## src/rtl/mux_defs.vh

```
// Mode encodings shared by every mux variant in this codebase.
`ifndef MUX_DEFS_VH
`define MUX_DEFS_VH
`define MUX_MODE_FIXED 0
`define MUX_MODE_RR    1
`endif

```

## src/rtl/rr_mux_pkg.sv

```systemverilog
// Shared constants and sizing helper for rr_mux and its arbiter.
`include "mux_defs.vh"

package rr_mux_pkg;
  localparam int MUX_MODE_FIXED = `MUX_MODE_FIXED;
  localparam int MUX_MODE_RR    = `MUX_MODE_RR;

  // Index width for n channels, never narrower than one bit.
  function automatic int sel_width(input int n);
    return (n > 1) ? $clog2(n) : 1;
  endfunction
endpackage

```

## src/rtl/rr_arbiter.sv

```systemverilog
// One-hot grant over req, fixed or round-robin from ptr; combinational grant, ptr updates on grant.
// No backpressure of its own: en gates all grants.
module rr_arbiter
  import rr_mux_pkg::*;
#(
  parameter int CHANNELS = 4,
  parameter int SELW     = 2
) (
  input  logic                clk,
  input  logic                rst,
  input  logic [CHANNELS-1:0] req,
  input  logic                en,
  input  logic                mode,
  output logic [CHANNELS-1:0] grant,
  output logic [SELW-1:0]     grant_idx
);

  logic [SELW-1:0] ptr;
  logic            found;
  int              j;

  // Walk upward from the search start, wrapping once around the channel set.
  always_comb begin
    grant     = '0;
    grant_idx = '0;
    found     = 1'b0;
    j         = 0;
    if (en) begin
      for (int i = 0; i < CHANNELS; i++) begin
        j = (mode ? int'(ptr) : 0) + i;
        if (j >= CHANNELS) j = j - CHANNELS;
        if (!found && req[j]) begin
          grant[j]  = 1'b1;
          grant_idx = SELW'(j);
          found     = 1'b1;
        end
      end
    end
  end

  always_ff @(posedge clk or posedge rst) begin
    if (rst) begin
      ptr <= '0;
    end else if (mode && found) begin
      ptr <= (int'(grant_idx) == CHANNELS - 1) ? '0 : grant_idx + SELW'(1);
    end
  end

endmodule

```

## src/rtl/rr_mux.sv

```systemverilog
// N-to-1 valid/ready mux into a one-entry output register; 1-cycle latency.
// Loads only when the register is empty or draining; all in_ready low otherwise.
module rr_mux
  import rr_mux_pkg::*;
#(
  parameter int WIDTH    = 8,
  parameter int CHANNELS = 4,
  parameter int MODE     = 1,
  localparam int SELW    = sel_width(CHANNELS)
) (
  input  logic                      clk,
  input  logic                      rst,
  input  logic [CHANNELS*WIDTH-1:0] in_data,
  input  logic [CHANNELS-1:0]       in_valid,
  output logic [CHANNELS-1:0]       in_ready,
  output logic [WIDTH-1:0]          out_data,
  output logic [SELW-1:0]           out_sel,
  output logic                      out_valid,
  input  logic                      out_ready
);

  logic                load_en;
  logic [CHANNELS-1:0] grant;
  logic [SELW-1:0]     grant_idx;
  logic [WIDTH-1:0]    sel_data;

  assign load_en  = !out_valid || out_ready;
  assign in_ready = grant;

  rr_arbiter #(
    .CHANNELS (CHANNELS),
    .SELW     (SELW)
  ) u_arb (
    .clk       (clk),
    .rst       (rst),
    .req       (in_valid),
    .en        (load_en && !rst),
    .mode      (MODE == MUX_MODE_RR),
    .grant     (grant),
    .grant_idx (grant_idx)
  );

  // Grant is one-hot, so an AND-OR selects without any priority chain.
  always_comb begin
    sel_data = '0;
    for (int i = 0; i < CHANNELS; i++) begin
      sel_data = sel_data | (in_data[i*WIDTH +: WIDTH] & {WIDTH{grant[i]}});
    end
  end

  always_ff @(posedge clk or posedge rst) begin
    if (rst) begin
      out_valid <= 1'b0;
      out_data  <= '0;
      out_sel   <= '0;
    end else if (load_en) begin
      out_valid <= |grant;
      if (|grant) begin
        out_data <= sel_data;
        out_sel  <= grant_idx;
      end
    end
  end

endmodule

```

## config.mk

```make
export PLATFORM = sky130hd
export DESIGN_NAME = rr_mux
export DESIGN_NICKNAME = d
export VERILOG_FILES = /design/src/rtl/rr_mux_pkg.sv /design/src/rtl/rr_arbiter.sv /design/src/rtl/rr_mux.sv
export VERILOG_INCLUDE_DIRS = /design/src /design/src/rtl
export SDC_FILE = /design/constraint.sdc
export NUM_CORES = 1
export LEC_CHECK = 0
export CAP_MARGIN = 20
export CORE_UTILIZATION = 52
export DETAILED_ROUTE_END_ITERATION = 10
export DONT_BUFFER_PORTS = 1
export PLACE_DENSITY = 0.7
export SLEW_MARGIN = 20
export SYNTH_ARGS = -nofsm -noshare
export SYNTH_HDL_FRONTEND = slang
export SYNTH_SLANG_ARGS = --single-unit
```

## constraint.sdc

```tcl
create_clock -name clk -period 3.9 [get_ports clk]
set_input_delay 0.975 -clock clk [delete_from_list [all_inputs] [get_ports clk]]
set_output_delay 0.975 -clock clk [all_outputs]
set_load 0.05 [all_outputs]
```

**Yosys cells after proc, flatten, opt, wreduce, memory -nomap -nowiden**

Index checks and enable logic that the tools add are counted.
W data, S select, Z words.

- Bits in registers: 13
- Latch bits: 0
- Memory bits (writable): 0
- Memory bits (read-only): 0
- Input bits: 39
- Output and inout bits: 15
- Logic and storage cells: 101
- Memories: 0

- Add/sub/neg operators: 8
- Multipliers: 0
- Divide/modulo/power cells: 0
- Order comparisons: 12
- Equal/unequal tests: 1
- Shift-type cells: 0
- Muxes and demuxes: 50
- Bitwise gates (word level): 10
- Reduce and logical (&&, ||, !) cells: 16

Operators with widths:

| operator | number |
|---|---|
| $mux W32 | 8 |
| $ge A32 B1 Y1 const B | 4 |
| $lt A32 B4 Y1 const B | 4 |
| $ge A32 B4 Y1 const B | 3 |
| $sub A32 B4 Y32 const B | 3 |
| $and A8 B8 Y8 | 4 |
| $mux W4 | 8 |
| $or A8 B8 Y8 | 3 |
| $mux W1 | 20 |
| $mux W2 | 6 |
| $or A4 B4 Y4 | 3 |
| $bmux W1 S2 | 4 |
| $demux W1 S2 | 4 |
| $logic_and A1 B1 Y1 | 8 |
| $add A2 B2 Y3 const B | 2 |
| $logic_not A1 Y1 | 5 |
| $reduce_or A4 Y1 | 1 |
| $sub A2 B3 Y4 const B | 1 |
| $add A2 B1 Y3 const B | 1 |
| $ge A2 B3 Y1 const B | 1 |
| $add A2 B1 Y2 const B | 1 |
| $eq A2 B1 Y1 const B | 1 |
| $reduce_and A2 Y1 | 1 |
| $logic_or A1 B1 Y1 | 1 |

**Longest topological paths before layout**

Gate-level depths: netlist of the first run.

- Word-level depth: 25
- Gate-level depth with buffers: 11
- Mapped depth without buffers: 8

**By module**

From an unflattened synthesis of the first run, not the netlist that was laid out.

- Cell total of the unflattened synthesis: 151
- Area, all modules: 1,325.0 um^2

Modules (own cells, without submodules):

| module | times used | cells an instance | area an instance (um^2) | sequential area each (um^2) |
|---|---|---|---|---|
| rr_arbiter | 1 | 95 | 701.9 | 50.0 |
| rr_mux | 1 | 56 | 623.1 | 275.3 |

**Worst setup path before layout of the first run**

OpenSTA, ideal clock, no wires.

- Path type: input to output
- Start: in in_valid[3]
- End: out in_ready[3]
- Arrival time: 2.597 ns
- Data required time: 2.925 ns
- Slack: 0.328 ns
- Stages on the path: 4
- Buffers on the path: 0
- Cells stage by stage: mux4_2 > nand2_1 > nand2_1 > o211ai_1

- Word-level cells in the longest chain between the ends: 17
- Elaborated cells between the ends (all ways): 35
- Those cells by class: mux (26); bitwise (3); reduce/logical (6)

RTL lines:

| item | RTL line | text |
|---|---|---|
| start: declaration | rr_mux.sv:14 | `input logic [CHANNELS-1:0] in_valid,` |
| $bmux W1 S2 | rr_arbiter.sv:32 | `if (!found && req[j]) begin` |
| $mux W1 (not written as such) (2 in a row) | rr_arbiter.sv:32 |  |
| $mux W1 | rr_arbiter.sv:32 |  |
| $mux W1 | rr_arbiter.sv:28 | `if (en) begin` |
| $logic_not A1 Y1 | rr_arbiter.sv:32 |  |
| $logic_and A1 B1 Y1 | rr_arbiter.sv:32 |  |
| $mux W1 | rr_arbiter.sv:32 |  |
| $mux W1 | rr_arbiter.sv:28 |  |
| $logic_not A1 Y1 | rr_arbiter.sv:32 |  |
| $logic_and A1 B1 Y1 | rr_arbiter.sv:32 |  |
| $mux W1 | rr_arbiter.sv:32 |  |
| $mux W1 | rr_arbiter.sv:28 |  |
| $logic_not A1 Y1 | rr_arbiter.sv:32 |  |
| $logic_and A1 B1 Y1 | rr_arbiter.sv:32 |  |
| $mux W4 * | rr_arbiter.sv:32 |  |
| $mux W4 * | rr_arbiter.sv:28 |  |
| end: declaration | rr_mux.sv:15 | `output logic [CHANNELS-1:0] in_ready,` |

Every way passes the cells marked *; elsewhere a longest branch is shown, timed or not. The select of a mux whose other input is x is not followed.

**Worst setup path in the final report of the first run**

- Start: reg u_arb.ptr[1]
- End: out in_ready[1]

- Word-level cells in the longest chain between the ends: 20
- Elaborated cells between the ends (all ways): 74
- Those cells by class: add/sub (7); order compare (12); mux (42); bitwise (3); reduce/logical (10)

RTL lines:

| item | RTL line | text |
|---|---|---|
| start: declaration | rr_arbiter.sv:18 | `logic [SELW-1:0] ptr;` |
| start signal: assignment | rr_arbiter.sv:45 | `ptr <= (int'(grant_idx) == CHANNELS - 1) ? '0 : grant_idx + SELW'(1);` |
| branches (longest 18 deep; another with $sub A32 B4 Y32) | n/a |  |
| $mux W4 * | rr_arbiter.sv:32 |  |
| $mux W4 * | rr_arbiter.sv:28 |  |

Every way passes the cells marked *. The select of a mux whose other input is x is not followed.

==> summary.md, run 1 <==
| Metric | Value |
|---|---|
| Run status | completed |
| Clk_skew | 0.00141 ns |
| CP startpoint kind | flop |
| CP bufs+invs | 4 |
| CP max stage cell | dfrtp_1 |
| Max Cap Viol | 0 |
| Largest net degree at the start of global routing | 21 |
| Placer Congestion | 0.848 |
| CTS Buf Count | 3 |
| Hold Path Class | reg -> reg |
| Sequential element share of the synthesized area | 0.170 |
| Clock transition at the registers of the reported paths | 0.05 ns |
| H-tree depth | 1 |
| Largest family of logic cells by synthesized area | compound AO/OA/AOI/OAI gates |
| Worst skew pair latency | 0.24 ns |
| Cell family with most CP delay | buffers and inverters |
| RSZ-0062 raised after global routing | no |
| Max Transition Viols Final | 0 |
| VDD IR max | 0.747 mV |
| Number of synthesized flops with an enable pin | 0 |
| Slew HR | 0.475 |
| Pleak | 0.843 nW |
| Hold Path Stages | 2 |
| Reg2reg setup slack | 0.47 ns |
| Crit path time final | 3.70 ns |
| Arr. time, crit path | 2.73 ns |
| Synth Area in XOR/XNOR | 0.00457 |
| FFs w/ async S/R, synth | 1.00 |
| Synth-to-Final Area Change | 10.2% |
| DRT iter0 DRCs | 152 |
| Final hold violations | 0 |
| Total Nets Final | 290 |
| Die Wd | 62.7 µm |
| Worst EP required | 2.92 ns |
| Worst slew pin tran | 0.785 ns |
| Cells after Synth | 241 |
| Syn nets | 284 |
| Total power draw | 2.00 mW |
| CTS max path bufs | 2 |
| Port buffer count | 0 |
| Power density over the cells | 947 nW/µm² |
| Final setup viols | 0 |
| Top cell by count, worst path | buf_4 |
| Top_reg_cell synth | dfrtp_1 |
| Fmax achieved | 270 MHz |
| Hold-fix buffers, CTS | 0 |
| Sequential share of power | 0.198 |
| HPWL Detailed | 4050 µm |
| Count of state elements after synthesis | 13 |
| Synth warn | 0 |
| Gr usage total | 0.295 |
| Via count | 1967 |
| Core area | 3440 µm² |
| Hold slack | 0.606 ns |
| Combinational power share | 0.744 |
| Psw | 1.13 mW |
| Average routed wire per standard cell | 19.0 µm |
| TritonCTS clock tree | built |
| Root buf cell | clkbuf_8 |
| CP endpoint kind | output port |
| Sw frac | 0.566 |
| Initial Utilization | 0.557 |
| Antenna viol nets, final | 0 |
| Post-synthesis simple-gate area fraction | 0.144 |
| Synth unique cells | 49 |
| Remaining Overflow, GRT | 0 |
| Die area | 3930 µm² |
| Initial antenna violation count | 0 |
| Number of global-route vias before repair | 1855 |
| DRC | 0 |
| Post-synthesis compound-gate area fraction | 0.432 |
| 1st-pass router iterations | 4 |
| Sum Neg Setup Slack | 0 ns |
| Critical Setup Path Class | reg -> out |
| Drt via density | 6.74 |
| Cell area after synthesis | 1920 µm² |
| Period utilization | 0.950 |
| Crit Path Max Fanout | 10 |
| Internal power | 868 µW |
| Min-delay src | u_arb.ptr[0] |
| Mux cell area share after synthesis | 0.103 |
| WHS Endpoint | u_arb.ptr[0] |
| Crit path cell chain | inv_1 -> ha_2 -> buf_4 -> nor2b_1 -> nor3_1 -> buf_4 -> o211ai_1 -> a21oi_1 -> a21o_1 -> buf_12 |
| Post-Synth Adder-Cell Area | 0.0261 |
| Num Clock Sinks | 13 |
| Global-route wire length before repair | 9320 µm |
| Final wirelength | 5560 µm |
| Slowest Stage Delay on Critical Path | 0.47 ns |
| Postcts setup bufs | 0 |
| R2r startpoint | u_arb.ptr[1] |
| Row count | 21 |
| R2r endpoint | out_data[5] |
| Share of cells above drive strength 1 | 0.171 |
| Diode count | 0 |
| R2R depth | 10 |
| Syn avg cell area | 7.95 µm² |
| Height of the die | 62.7 µm |
| Ports | 54 |
| Clk network pwr share | 0.059 |
[kinds of logic after synthesis]
logic type	count (synthesis)
compound gates	101
buf+inv	55
simple gates	50
mux	17
flops	13
fa+ha+maj	4
xor+xnor	1
[power by group through the flow]
stage / Clock, mW / Combinational, mW / Sequential, mW
6_report: 0.117 / 1.49 / 0.395
5_1_grt: 0.124 / 1.62 / 0.404
3_3_place_gp: 0 / 1.45 / 0.396
4_1_cts: 0.119 / 1.47 / 0.396
2_1_floorplan: 0 / 1.08 / 0.389
3_5_place_dp: 0 / 1.47 / 0.398
[synthesized netlist by cell type, drive strengths merged (2+ instances only)]
cell type  count  share of area
nand2         14          0.027
a22o           8          0.037
nand3b         3          0.012
mux4           2          0.024
inv           33          0.065
nand2b         3         0.0098
nor3b          2         0.0078
ha             4          0.026
nor3          11          0.029
o21ai          7          0.020
nor2           5         0.0098
nor2b          3         0.0098
mux2i         14          0.073
clkbuf        13          0.025
buf            9          0.031
a21o           2         0.0078
o2111ai       17          0.078
dfrtp         13           0.17
o211ai        14          0.055
a211oi        18          0.071
a2111oi        9          0.044
nor4           2         0.0098
a221oi         8          0.037
a21oi          8          0.029
or3b           5          0.023
o221ai         3          0.017
[metal layers]
layer,GRT usage,wire [µm],up-vias
li1,-,-,957
met1,0.423,2440,912
met2,0.470,2530,94
met3,0.0456,548,4
met4,0.0436,29,0
met5,0,0,-
[worst reg2reg max path: stages (launching register included)]
cell       delay, ns
dfrtp_1         0.46
inv_1           0.18
ha_2            0.35
buf_4           0.19
nand2b_1        0.16
o211a_1         0.14
buf_4           0.17
o211ai_1        0.64
a211oi_1        0.16
a2111oi_0       0.67
mux2i_1         0.16
[registers in the layout (all words and copies together) (netlist names)]
name,cells
u_arb.ptr,2
out_data,8
out_sel,2
out_valid,1
[stage by stage]
stage / setup slack (ns) / cell area, µm² / utilization / instances
6_report: 0.196 / 2110 / 0.613 / 292
5_1_grt: 0.0212 / 2110 / 0.613 / 292
4_1_cts: 0.137 / 2110 / 0.613 / 292
3_5_place_dp: 0.362 / 2060 / 0.599 / 288
3_3_place_gp: 0.394 / 2060 / 0.599 / 288
2_1_floorplan: 0.328 / 1920 / - / 241
[cell usage in the layout, fill, tap and decap left out, types with 5 or more instances in the layout]
master	n
a211oi_1	18
buf_4	21
nor2_1	5
a21oi_1	6
dfrtp_1	13
mux2i_1	14
inv_1	32
a2111oi_0	8
nand2_1	14
o211ai_1	14
o21ai_0	5
a221oi_1	8
o2111ai_1	17
nor3_1	11
a22o_1	8
[how the worst max path moves through the flow]
stage / start / endpoint / depth (start not counted)
2_1_floorplan: in_valid[3] / in_ready[3] / 4
3_3_place_gp: in_valid[2] / in_ready[2] / 4
3_5_place_dp: in_valid[2] / in_ready[1] / 7
4_1_cts: u_arb.ptr[1] / in_ready[1] / 10
5_1_grt: u_arb.ptr[1] / in_ready[1] / 10
6_report: u_arb.ptr[1] / in_ready[1] / 10
[cell type report]
cell class | count | area (µm²)
multi-input combinational | 173 | 1360
tap | 46 | 57.6
inverter | 33 | 124
clock buffer | 4 | 45.0
timing repair buffer | 23 | 198
sequential | 13 | 325
fill | 326 | 1330
[what timing repair did]
action	4_1_cts	5_1_grt
gates resized for setup	0	1
endpoints found under the hold margin	0	0
setup endpoints to repair	0	1
Note: power is estimated with default switching activity, not from simulation.
==> run 2: changes to the inputs <==
==> constraint.sdc (replaced) <==
create_clock -name clk -period 4.8 [get_ports clk]
set_input_delay 1.2 -clock clk [delete_from_list [all_inputs] [get_ports clk]]
set_output_delay 1.2 -clock clk [all_outputs]
set_load 0.05 [all_outputs]
==> run 2 against run 1 <==
  * Critical path depth fell by 6
  * Clock skew rose by 0.0013 ns
  * Global-route usage fell by 1.8 points
  * Clock power fell by 19%
  * Core utilization fell by 2.5 points
  * Wire length fell by 2.9%
  * Sequential power fell by 19%
  * Largest power group unchanged
==> summary.md, run 2 (same netlist as run 1, synthesis figures left out) <==
| Metric | Value |
|---|---|
| Run status | completed |
| Row count | 21 (unchanged) |
| Internal power | 645 µW (-26%) |
| Clk_skew | 0.00271 ns (+0.00130 ns) |
| Clk network pwr share | 0.061 (+0.002) |
| CP startpoint kind | input port |
| Initial antenna violation count | 0 (unchanged) |
| Gr usage total | 0.277 (-0.0175) |
| Critical Setup Path Class | in -> out |
| Synth-to-Final Area Change | 5.62% |
| Placer Congestion | 0.841 (-0.81%) |
| Root buf cell | clkbuf_8 |
| 1st-pass router iterations | 5 (+1) |
| Slew HR | 0.375 (-0.0996) |
| Most common cell after layout, fill and taps aside | inv_1 |
| Core area | 3440 µm² (unchanged) |
| Number of global-route vias before repair | 1785 (-3.8%) |
| Average routed wire per standard cell | 19.0 µm (-0.14%) |
| Ports | 54 (unchanged) |
| Hold Path Class | reg -> reg |
| Pre-CTS WS | 0.668 ns (+0.306 ns) |
| Max Transition Viols Final | 0 (unchanged) |
| CTS max path bufs | 2 (unchanged) |
| CTS-repair resized insts | 0 (unchanged) |
| Sequential share of power | 0.207 (+0.009) |
| Remaining Overflow, GRT | 0 (unchanged) |
| Top Registers | out_data x8, out_sel x2, u_arb.ptr x2 |
| Global-route wire length before repair | 8830 µm (-5.3%) |
| CTS Buf Count | 3 (unchanged) |
| CP endpoint kind | output port |
| Die Wd | 62.7 µm (unchanged) |
| Sw frac | 0.585 (+0.0189) |
| Postcts setup bufs | 0 (unchanged) |
| Crit path cell chain | or3b_1 -> a2111oi_2 -> o21ai_2 -> o221ai_2 |
| Via count | 2017 (+2.5%) |
| Hold-fix buffers, CTS | 0 (unchanged) |
| Combinational power share | 0.732 (-0.012) |
| CP max stage cell | o221ai_2 |
| Die area | 3930 µm² (unchanged) |
| Final critical-path setup slack | 0.665 ns (+0.469 ns) |
| TritonCTS clock tree | built |
| Worst EP required | 3.60 ns (+0.68 ns) |
| HPWL Detailed | 3810 µm (-5.8%) |
| Most flops, register | out_data |
| Sum Neg Setup Slack | 0 ns (unchanged) |
| Commonest cells after routing, fill and taps aside | 32 x inv_1, 18 x a211oi_1, 17 x o2111ai_1 |
| Power density over the cells | 768 nW/µm² (-19%) |
| Initial Utilization | 0.557 (unchanged) |
| Final hold violations | 0 (unchanged) |
| H-tree depth | 1 (unchanged) |
| Worst slew pin tran | 0.914 ns (+0.129 ns) |
| Drt via density | 7.10 (+5.4%) |
| Pleak | 0.800 nW (-5.1%) |
| Psw | 908 µW (-20%) |
| Crit Path Max Fanout | 15 (+5) |
| Height of the die | 62.7 µm (unchanged) |
| Port buffer count | 0 (unchanged) |
| Crit path time final | 4.14 ns |
| Max reg flops | 8 (unchanged) |
| Antenna viol nets, final | 0 (unchanged) |
| Num Clock Sinks | 13 (unchanged) |
| Total Nets Final | 282 (-2.8%) |
| DRT iter0 DRCs | 154 (+1.3%) |
| Clock transition at the registers of the reported paths | 0.05 ns (about the same) |
| Fmax achieved | 242 MHz |
| Largest net degree at the start of global routing | 22 (+4.8%) |
| Period utilization | 0.861 |
| Fin util | 0.588 (-0.0254) |
| Share of cells above drive strength 1 | 0.139 (-0.0321) |
| Max Cap Viol | 0 (unchanged) |
| RSZ-0062 raised after global routing | no |
| Slowest Stage Delay on Critical Path | 0.62 ns (+0.15 ns) |
| Diode count | 0 (unchanged) |
| Arr. time, crit path | 2.94 ns (+0.21 ns) |
| Final wirelength | 5400 µm (-2.9%) |
| VDD IR max | 0.504 mV (-33%) |
| DRC | 0 (unchanged) |
| Worst skew pair latency | 0.24 ns (about the same) |
| Final setup viols | 0 (unchanged) |
-- run 2: changes by cell type in the layout (fill, tap and decap cells not counted), sizes merged --
cell	delta
buf	-8
-- run 2: area by class of cell --
cell class	instances	area, µm²
fillers	330	1420
multi-input cells	173	1360
flip-flops and latches	13	325
inverters	33	124
repair buffers	15	113
well taps	46	57.6
clock buffers	4	45.0
-- run 2: worst max-delay path, delay by kind of cell --
family	cells	cell delay (ns)
simple gates	1	0.35
compound gates	3	1.38
-- run 2: routing by layer --
metal / vias up / GRT usage / routed length, µm
li1: 938 / - / -
met4: 0 / 0.0872 / 61
met5: - / 0 / 0
met2: 132 / 0.408 / 2360
met3: 6 / 0.0748 / 677
met1: 941 / 0.390 / 2300
-- run 2: path summary, 6_finish.rpt --
path | end | cells past startpoint | from | slack [ns]
max | in_ready[2] | 4 | in_valid[2] | 0.66
min in group asynchronous | out_data[2] | 1 | rst | 0.87
min reg2reg | u_arb.ptr[0] | 2 | u_arb.ptr[0] | 0.63
min | u_arb.ptr[0] | 2 | u_arb.ptr[0] | 0.63
max reg2reg | out_data[5] | 9 | u_arb.ptr[1] | 1.32
max in group asynchronous | out_data[6] | 1 | rst | 3.60
-- run 2: power groups by stage --
stage	combinational (mW)	clock, mW	sequential, mW
3_3_place_gp	1.11	0	0.321
4_1_cts	1.12	0.0982	0.322
3_5_place_dp	1.11	0	0.324
2_1_floorplan	0.878	0	0.316
6_report	1.14	0.0948	0.321
5_1_grt	1.23	0.103	0.327
-- run 2: metrics by stage --
stage,area (µm²),hold slack (ns),instances,total power [mW]
finish,2020,0.632,284,1.55
global route,2020,0.686,284,1.66
CTS,2020,0.647,284,1.54
detailed placement,1980,0.639,280,1.44
global placement,1980,0.575,280,1.43
floorplan,1920,0.652,241,1.19
